<file path="src/rtl/seg_scan_reader_if.sv">
// Frame output stream of seg_scan_reader: decoded BCD digits, per-digit error
// flags and a valid/ready handshake.
interface seg_scan_reader_if #(
    parameter int DIGITS = 4
);
    logic                  out_valid;
    logic                  out_ready;
    logic [4*DIGITS-1:0]   bcd_out;
    logic [DIGITS-1:0]     err_mask;

    modport master (
        output out_valid,
        output bcd_out,
        output err_mask,
        input  out_ready
    );

    modport slave (
        input  out_valid,
        input  bcd_out,
        input  err_mask,
        output out_ready
    );
endinterface

</file>
<file path="src/rtl/seg_scan_reader.sv">
// Recovers BCD digits from a scanned 7-segment bus and emits whole scan frames.
// Optional build macro SEG_IN_ACTIVE_LOW_EN: treat seg_in as active-low (common anode).
module seg_scan_reader #(
    parameter int DIGITS     = 4,
    parameter int STABLE_CYC = 3
) (
    input  logic               clk,
    input  logic               rst_n,
    input  logic [6:0]         seg_in,
    input  logic [DIGITS-1:0]  dig_sel,
    seg_scan_reader_if.master  out_bus,
    output logic               overrun
);

    localparam int         IW  = (DIGITS > 1) ? $clog2(DIGITS) : 1;
    localparam logic [3:0] SAT = 4'(STABLE_CYC);

    typedef enum logic {HUNT, COLLECT} state_t;

    logic [6:0]        seg_q;
    logic [DIGITS-1:0] sel_q;
    logic [6:0]        seg_eff;
    logic [3:0]        stable_cnt;
    logic              same;
    logic              sel_onehot;
    logic              capture;
    logic [IW-1:0]     cap_idx;
    logic [3:0]        cap_bcd;
    logic              cap_err;

    state_t              state;
    logic [IW-1:0]       exp_idx;
    logic [4*DIGITS-1:0] frame_bcd;
    logic [DIGITS-1:0]   frame_err;
    logic                frame_done;

`ifdef SEG_IN_ACTIVE_LOW_EN
    assign seg_eff = ~seg_q;
`else
    assign seg_eff = seg_q;
`endif

    function automatic logic [4:0] decode_seg(input logic [6:0] pat);
        logic [4:0] r;
        case (pat)
            7'b1111110: r = 5'h00;
            7'b0110000: r = 5'h01;
            7'b1101101: r = 5'h02;
            7'b1111001: r = 5'h03;
            7'b0110011: r = 5'h04;
            7'b1011011: r = 5'h05;
            7'b0011111: r = 5'h06;
            7'b1110000: r = 5'h07;
            7'b1111111: r = 5'h08;
            7'b1110011: r = 5'h09;
            default:    r = 5'h1F;
        endcase
        return r;
    endfunction

    // Equality is polarity-independent, so the raw input is compared against the raw sample.
    assign same       = (seg_in == seg_q) && (dig_sel == sel_q);
    assign sel_onehot = $onehot(dig_sel);
    assign capture    = same && sel_onehot && (stable_cnt == SAT - 4'd1);
    assign {cap_err, cap_bcd} = decode_seg(seg_eff);

    always_comb begin
        cap_idx = '0;
        for (int i = 0; i < DIGITS; i++) begin
            if (sel_q[i]) cap_idx = IW'(i);
        end
    end

    always_ff @(posedge clk or negedge rst_n) begin
        if (!rst_n) begin
            seg_q      <= '0;
            sel_q      <= '0;
            stable_cnt <= '0;
        end else begin
            seg_q <= seg_in;
            sel_q <= dig_sel;
            if (same && sel_onehot) begin
                if (stable_cnt != SAT) stable_cnt <= stable_cnt + 4'd1;
            end else begin
                stable_cnt <= '0;
            end
        end
    end

    // frame_bcd/frame_err are read one cycle after completion; the next capture
    // needs a fresh run and so cannot land before that read.
    always_ff @(posedge clk or negedge rst_n) begin
        if (!rst_n) begin
            state      <= HUNT;
            exp_idx    <= '0;
            frame_bcd  <= '0;
            frame_err  <= '0;
            frame_done <= 1'b0;
        end else begin
            frame_done <= 1'b0;
            if (capture) begin
                if (cap_idx == '0 || (state == COLLECT && cap_idx == exp_idx)) begin
                    frame_bcd[{cap_idx, 2'b00} +: 4] <= cap_bcd;
                    frame_err[cap_idx]               <= cap_err;
                    if (int'(cap_idx) == DIGITS - 1) begin
                        state      <= HUNT;
                        frame_done <= 1'b1;
                    end else begin
                        state   <= COLLECT;
                        exp_idx <= cap_idx + 1'b1;
                    end
                end else if (state == COLLECT) begin
                    state <= HUNT;
                end
            end
        end
    end

    always_ff @(posedge clk or negedge rst_n) begin
        if (!rst_n) begin
            out_bus.out_valid <= 1'b0;
            out_bus.bcd_out   <= '0;
            out_bus.err_mask  <= '0;
            overrun           <= 1'b0;
        end else if (frame_done) begin
            if (out_bus.out_valid && !out_bus.out_ready) begin
                overrun <= 1'b1;
            end else begin
                out_bus.out_valid <= 1'b1;
                out_bus.bcd_out   <= frame_bcd;
                out_bus.err_mask  <= frame_err;
            end
        end else if (out_bus.out_valid && out_bus.out_ready) begin
            out_bus.out_valid <= 1'b0;
        end
    end

endmodule

</file>
<file path="src/flat_wrapper.sv">
// flat-port wrapper written by rule: the top's interface ports become plain ports
module seg_scan_reader_flat 
#(
    parameter int DIGITS     = 4,
    parameter int STABLE_CYC = 3
)
  (clk, rst_n, seg_in, dig_sel, overrun, out_bus_out_valid, out_bus_bcd_out, out_bus_err_mask, out_bus_out_ready);
  seg_scan_reader_if #(.DIGITS(DIGITS)) out_bus_i ();
  input  logic clk;
  input  logic rst_n;
  input  logic [6:0] seg_in;
  input  logic [DIGITS-1:0] dig_sel;
  output logic overrun;
  output wire logic [$bits(out_bus_i.out_valid)-1:0] out_bus_out_valid;
  output wire logic [$bits(out_bus_i.bcd_out)-1:0] out_bus_bcd_out;
  output wire logic [$bits(out_bus_i.err_mask)-1:0] out_bus_err_mask;
  input wire logic [$bits(out_bus_i.out_ready)-1:0] out_bus_out_ready;
  assign out_bus_out_valid = out_bus_i.out_valid;
  assign out_bus_bcd_out = out_bus_i.bcd_out;
  assign out_bus_err_mask = out_bus_i.err_mask;
  assign out_bus_i.out_ready = out_bus_out_ready;
  seg_scan_reader #(.DIGITS(DIGITS), .STABLE_CYC(STABLE_CYC)) u_core (.clk(clk), .rst_n(rst_n), .seg_in(seg_in), .dig_sel(dig_sel), .out_bus(out_bus_i), .overrun(overrun));
endmodule
</file>
<file path="config.mk">
export PLATFORM = sky130hd
export DESIGN_NAME = seg_scan_reader_flat
export DESIGN_NICKNAME = d
export VERILOG_FILES = /design/src/rtl/seg_scan_reader_if.sv /design/src/rtl/seg_scan_reader.sv /design/src/flat_wrapper.sv
export SDC_FILE = /design/constraint.sdc
export NUM_CORES = 1
export LEC_CHECK = 0
export CORE_ASPECT_RATIO = 1.25
export CORE_MARGIN = 2
export CORE_UTILIZATION = 60
export CTS_BUF_LIST = sky130_fd_sc_hd__clkbuf_8
export DETAILED_ROUTE_END_ITERATION = 10
export PLACE_DENSITY = 0.82
export SYNTH_ARGS = -nofsm -noshare
export SYNTH_HDL_FRONTEND = slang
export SYNTH_SLANG_ARGS = --single-unit
</file>
<file path="constraint.sdc">
create_clock -name clk -period 4.9 [get_ports clk]
set_input_delay 0.49 -clock clk [delete_from_list [all_inputs] [get_ports clk]]
set_output_delay 0.49 -clock clk [all_outputs]
set_load 0.01 [all_outputs]
</file>
==> qor.yml, run 1 <==
status: "finished, final reports clean"
max_freq_mhz: 285
reg2reg_from: "u_core.seg_eff[3]"
synth_nets: 285
syn_inst: 260
cts_tree: "done"
area_growth_syn_to_layout_pct: 19.4
die_w_um: 66.7
start_util_pct: 62.4
yosysUniqueCellTypes: 51
num_vias: 2063
timing.critical_path.mode_cell: "ha_1"
io_pins: 36
ff2ff_path_depth: 6
crit_path_start_kind: "input pin"
utilization_pct: 74.6
maxCapViolCount: 0
crit_chain: "clkdlybuf4s50_1 > ha_1 > ha_1 > fa_1 > nor3b_1 > nand4_1 > nor4_1 > o211ai_1 > nand2_1 > o21ai_0"
peakVddDrop_mv: 0.205
cts_buffers: 9
final-max-slew-violation-count: 0
skew_ns: 0.00620
min-delay-path-class: "input pin to asynchronous set/reset pin"
synth-simple-area-share_pct: 15.9
n_antenna_cell: 0
fillers: 331
synth_top_family_by_area: "simple AND/OR/NAND/NOR gates"
min_period_ns: 3.51
synth-seq-cells: 61
synth_area_leaders: "dfrtp_1 (52%), mux2_2 (8.4%), ha_1 (4.2%), xnor2_1 (3.9%), nand2_1 (3.4%)"
clk_pin_slew_worst_paths_ns: 0.06
cp_max_fo: 6
crit_cells: 10
ys_seq_area_share_pct: 51.7
dp_slack_ns: 1.14
synth_fa_ha_area_share_pct: 4.92
post-route-period-util_pct: 71.7
clk_path_buf_depth: 2
cp-end-kind: "flip-flop"
slowest_stage: "nor4_1"
synth.top_cell.area_share_pct: 51.7
synth_flop_cell: "dfrtp_1"
overflow: 0
cts_sinks: 61
grt_pass1_vias: 2015
io_buffers: 35
place_congestion: 0.843
postCtsSetupRepairBufs: 0
worstSetupPathType: "input pin to flip-flop"
die_y_um: 82.4
gr-usage-all-layers_pct: 22.6
reg2reg_to: "u_core.frame_bcd[13]"
critical-path-max-stage-delay_ns: 0.68
fin_tns_setup_ns: 0
leakage_nw: 1.62
yosysWarnings: 0
r2r_slack_ns: 2.46
cp.buffers_inverters: 1
syn_area_per_cell_um2: 11.4
relSlewSlack_pct: 44.8
tightest_slew_ns: 0.826
dieArea_um2: 5500
ctsResizeCount: 0
grt_pass1_wl_um: 9110
critPathTopFamily: "simple AND/OR/NAND/NOR gates"
stdcell_count: 363
rsz0062_at_grt: "false"
htree_num_levels: 3
layout-drive-gt1-share_pct: 16.5
insertion_delay_ns: 0.33
yosysTopAreaCell: "dfrtp_1"
synthMuxAreaShare_pct: 10.2
syn_area_um2: 2950
synth_xor_area_share_pct: 4.15
grt_max_degree: 62
multiInputGateArea_um2: 1320
setup.worst_path.start: "dig_sel[0]"
seqCellArea_um2: 1530
ant_nets: 0
final-setup-viol-count: 0
synthArstFlopShare_pct: 100
post-route-drc-count: 0
synth_compound_area_share_pct: 9.66
synth_edf_count: 0
routed_wl_um: 5370
crit_end: "u_core.frame_bcd[13]"
arrival_ns: 3.70
fin_nets: 323
vias_per_cell: 5.68
hpwlAfterDp_um: 4020
drt-initial-drc-count: 173
crit_required_ns: 5.08
core_um2: 4730
hold_viol: 0
final.setup.worst_slack_ns: 1.39
power_w: 0.00101
dr.pass1.iters: 4
clockRootBuffer: "clkbuf_8"
hold_buffers: 0
power.density_nw_per_um2: 287
antenna_found_initial: 0
dp.cells: 347
row_count: 28
detail_route.wl_per_cell_um: 14.8
-- cells by family (layout without fill, tap and decap cells) --
| family | after synthesis | in the layout |
|---|---|---|
| adders and majority gates | 11 | 11 |
| DFF | 61 | 61 |
| AOI/OAI and AO/OA | 41 | 41 |
| buffers and inverters | 23 | 66 |
| xor gates and xnor gates | 14 | 14 |
| muxes | 27 | 27 |
| and+or+nand+nor | 83 | 83 |
-- state kept, by name (all words and copies together), names as in the netlist --
signal                    cells
u_core.sel_q                  4
u_core.stable_cnt             4
u_core.frame_err              4
u_core.out_bus.out_valid      1
u_core.exp_idx                2
u_core.out_bus.err_mask       4
u_core.out_bus.bcd_out       16
u_core.state                  1
u_core.seg_eff                7
u_core.frame_done             1
u_core.frame_bcd             16
u_core.overrun                1
-- power breakdown --
group	switching, W	leakage, nW	total, W	internal, W
sequential	0.00000978	0.806	0.000518	0.000508
combinational	0.0000446	0.714	0.0000771	0.0000326
clock	0.000179	0.101	0.000416	0.000237
-- metrics by stage --
step / hold WS, ns / area, µm²
finish: 0.302 / 3530
global placement: 0.453 / 3330
detailed placement: 0.469 / 3330
global route: 0.371 / 3530
CTS: 0.338 / 3530
floorplan: 0.194 / 2950
-- how the worst min path moves through the flow --
stage                                 start                         end  slack (ns)
after floorplan                       rst_n           u_core.exp_idx[0]        0.19
after global placement    u_core.frame_done    u_core.out_bus.out_valid        0.45
after detailed placement  u_core.frame_done    u_core.out_bus.out_valid        0.47
after CTS                             rst_n  u_core.out_bus.err_mask[2]        0.34
after global routing                  rst_n  u_core.out_bus.err_mask[2]        0.37
final                                 rst_n  u_core.out_bus.bcd_out[13]        0.30
-- cell type report --
class	instances	area share, %
clock buffers	13	5.07
clock inverters	3	0.497
inverters	14	1.49
multi-input cells	176	37.5
flip-flops and latches	61	43.3
well taps	60	2.13
repair buffers	36	10.0
-- cells in the final DEF (no fill, tap or decap), types with 6 or more instances in the layout --
master	netlist	layout
dfrtp_1	61	61
clkdlybuf4s50_1	0	34
nand2_1	27	27
mux2_2	22	22
inv_1	14	14
xnor2_1	13	13
o21ai_0	13	13
clkbuf_8	0	13
nand4_1	11	11
ha_1	10	10
a21oi_1	6	6
nor2_1	6	6
-- layer usage --
layer | wire length, µm | up-vias | global-route usage (%)
met5 | 0 | - | 0
met4 | 118 | 0 | 10.0
met3 | 173 | 10 | 5.28
met2 | 2760 | 43 | 40.1
met1 | 2310 | 1010 | 25.8
li1 | - | 1000 | -
-- Yosys cell counts (2+ instances only) --
| master | n |
|---|---|
| nand4_1 | 11 |
| ha_1 | 10 |
| nor4bb_1 | 2 |
| nand3b_1 | 2 |
| nand2b_1 | 5 |
| inv_1 | 14 |
| dfrtp_1 | 61 |
| nand3_1 | 5 |
| nor2b_1 | 2 |
| buf_2 | 4 |
| clkbuf_1 | 3 |
| nor2_1 | 6 |
| and3_1 | 2 |
| o211ai_1 | 5 |
| or3_1 | 3 |
| mux2_2 | 22 |
| a21oi_1 | 6 |
| nor3_1 | 2 |
| o21ai_0 | 13 |
| mux2i_1 | 3 |
| xnor2_1 | 13 |
| nand2_1 | 27 |
| nor4_1 | 3 |
| mux2_1 | 2 |
| o21ai_1 | 5 |
| nor3b_1 | 4 |
Power figures use the tool's default switching activity.
==> inputs of run 2 (changes only) <==
--- a/config.mk
+++ b/config.mk
@@ -7,10 +7,10 @@
 export LEC_CHECK = 0
 export CORE_ASPECT_RATIO = 1.25
 export CORE_MARGIN = 2
-export CORE_UTILIZATION = 60
+export CORE_UTILIZATION = 52
 export CTS_BUF_LIST = sky130_fd_sc_hd__clkbuf_8
 export DETAILED_ROUTE_END_ITERATION = 10
-export PLACE_DENSITY = 0.82
+export PLACE_DENSITY = 0.75
 export SYNTH_ARGS = -nofsm -noshare
 export SYNTH_HDL_FRONTEND = slang
 export SYNTH_SLANG_ARGS = --single-unit
==> constraint.sdc (replaced) <==
create_clock -name clk -period 3 [get_ports clk]
set_input_delay 0.3 -clock clk [delete_from_list [all_inputs] [get_ports clk]]
set_output_delay 0.3 -clock clk [all_outputs]
set_load 0.01 [all_outputs]
==> qor.yml, run 2 (synthesized netlist as in run 1, its figures left out) <==
final-setup-viol-count: 0
dr.pass1.iters: 4
fin_tns_setup_ns: 0
drt-initial-drc-count: 156
gr-usage-all-layers_pct: 20.6
layout_common_cells: "dfrtp_1 (61), clkdlybuf4s50_1 (34), nand2_1 (27)"
min_period_ns: 2.88
slowest_stage: "fa_1"
post-route-drc-count: 0
critical-path-max-stage-delay_ns: 0.45
htree_num_levels: 3
hpwlAfterDp_um: 4190
hold_viol: 0
post-route-period-util_pct: 96.0
num_vias: 2105
relSlewSlack_pct: 45.1
worstSetupPathType: "input pin to flip-flop"
area_growth_syn_to_layout_pct: 24.6
cts_tree: "done"
insertion_delay_ns: 0.34
status: "finished, final reports clean"
leakage_nw: 1.69
overflow: 0
cts_buffers: 9
final-max-slew-violation-count: 0
power.density_nw_per_um2: 509
grt_pass1_wl_um: 9910
layout-drive-gt1-share_pct: 19.7
peakVddDrop_mv: 0.363
clk_pin_slew_worst_paths_ns: 0.07
place_congestion: 0.869
arrival_ns: 3.11
dp_slack_ns: -0.320
io_buffers: 35
min-delay-path-class: "input pin to asynchronous set/reset pin"
core_um2: 5440
fillers: 419
routed_wl_um: 5600
whs_ns: 0.444
antenna_found_initial: 0
die_w_um: 71.4
skew_ns: 0.00547
n_antenna_cell: 0
die_y_um: 88.3
grt_pass1_vias: 2106
dieArea_um2: 6300
crit_chain: "clkdlybuf4s50_1 > ha_1 > ha_1 > fa_1 > nor3b_2 > nand4_1 > nor4_1 > and3_1 > mux2_2"
r2r_slack_ns: 0.71
maxCapViolCount: 0
tightest_slew_ns: 0.821
fin_nets: 334
critPathTopFamily: "simple AND/OR/NAND/NOR gates"
max_freq_mhz: 347
cp-end-kind: "flip-flop"
ant_nets: 0
wl_met3_um: 241
rsz0062_at_grt: "true"
start_util_pct: 54.3
crit_required_ns: 3.23
wl_met1_um: 2280
final.setup.worst_slack_ns: 0.119
io_pins: 36
vias_per_cell: 5.57
top_layer_used: "met4"
final_common_cell: "dfrtp_1"
wl_met2_um: 2970
cp.buffers_inverters: 1
cp_max_fo: 3
detail_route.wl_per_cell_um: 14.8
cts_sinks: 61
timing.critical_path.mode_cell: "ha_1"
crit_path_start_kind: "input pin"
grt_max_degree: 41
clockRootBuffer: "clkbuf_8"
row_count: 30
clk_path_buf_depth: 2
run 2: cell count changes in the layout (fill, tap and decap cells not counted), sizes merged:
cell / delta
clkbuf: -3
dlygate4sd3: +1
clkinvlp: +1
clkinv: -1
bufinv: +3
buf: +10
run 2: final timing paths:
check | to | cells past startpoint | from
min in group clk | u_core.seg_eff[4] | 1 | seg_in[4]
hold reg to reg | u_core.overrun | 1 | u_core.overrun
max in group asynchronous | u_core.frame_bcd[10] | 3 | rst_n
setup / recovery | u_core.frame_err[3] | 9 | dig_sel[2]
hold / removal | u_core.out_bus.bcd_out[4] | 2 | rst_n
setup reg to reg | u_core.frame_bcd[8] | 6 | u_core.sel_q[2]
run 2: power breakdown:
part | switching (W) | total, W | internal, W
Combinational | 0.0000755 | 0.000135 | 0.0000590
Clock | 0.000322 | 0.000895 | 0.000572
Sequential | 0.0000158 | 0.000846 | 0.000830
run 2: final cells by class:
class	instances	area [µm²]	area share [%]
clock buffer	10	138	3.74
clock inverter	6	110	2.99
inverter	14	52.6	1.43
multi-input combinational	176	1340	36.3
sequential	61	1530	41.5
tap	64	80.1	2.18
timing repair buffer	47	438	11.9
run 2: repair_timing:
item	CTS	global route
gates resized for setup	0	2
setup endpoints to repair	0	8
setup buffers	0	0
hold buffers	1	0
hold endpoints to repair	21	0
run 2: stage by stage:
step / instances / cell area, µm² / util [%] / total power (W)
floorplan: 260 / 2950 / - / 0.000935
global placement: 361 / 3410 / 62.7 / 0.000990
detailed placement: 361 / 3410 / 62.7 / 0.000993
CTS: 378 / 3670 / 67.4 / 0.00190
global route: 378 / 3680 / 67.6 / 0.00195
finish: 378 / 3680 / 67.6 / 0.00187
run 2: metal layers:
metal	GRT usage [%]	up-vias
met4	9.43	0
met5	0	-
met2	34.7	51
met1	24.1	1026
li1	-	1020
met3	6.72	8
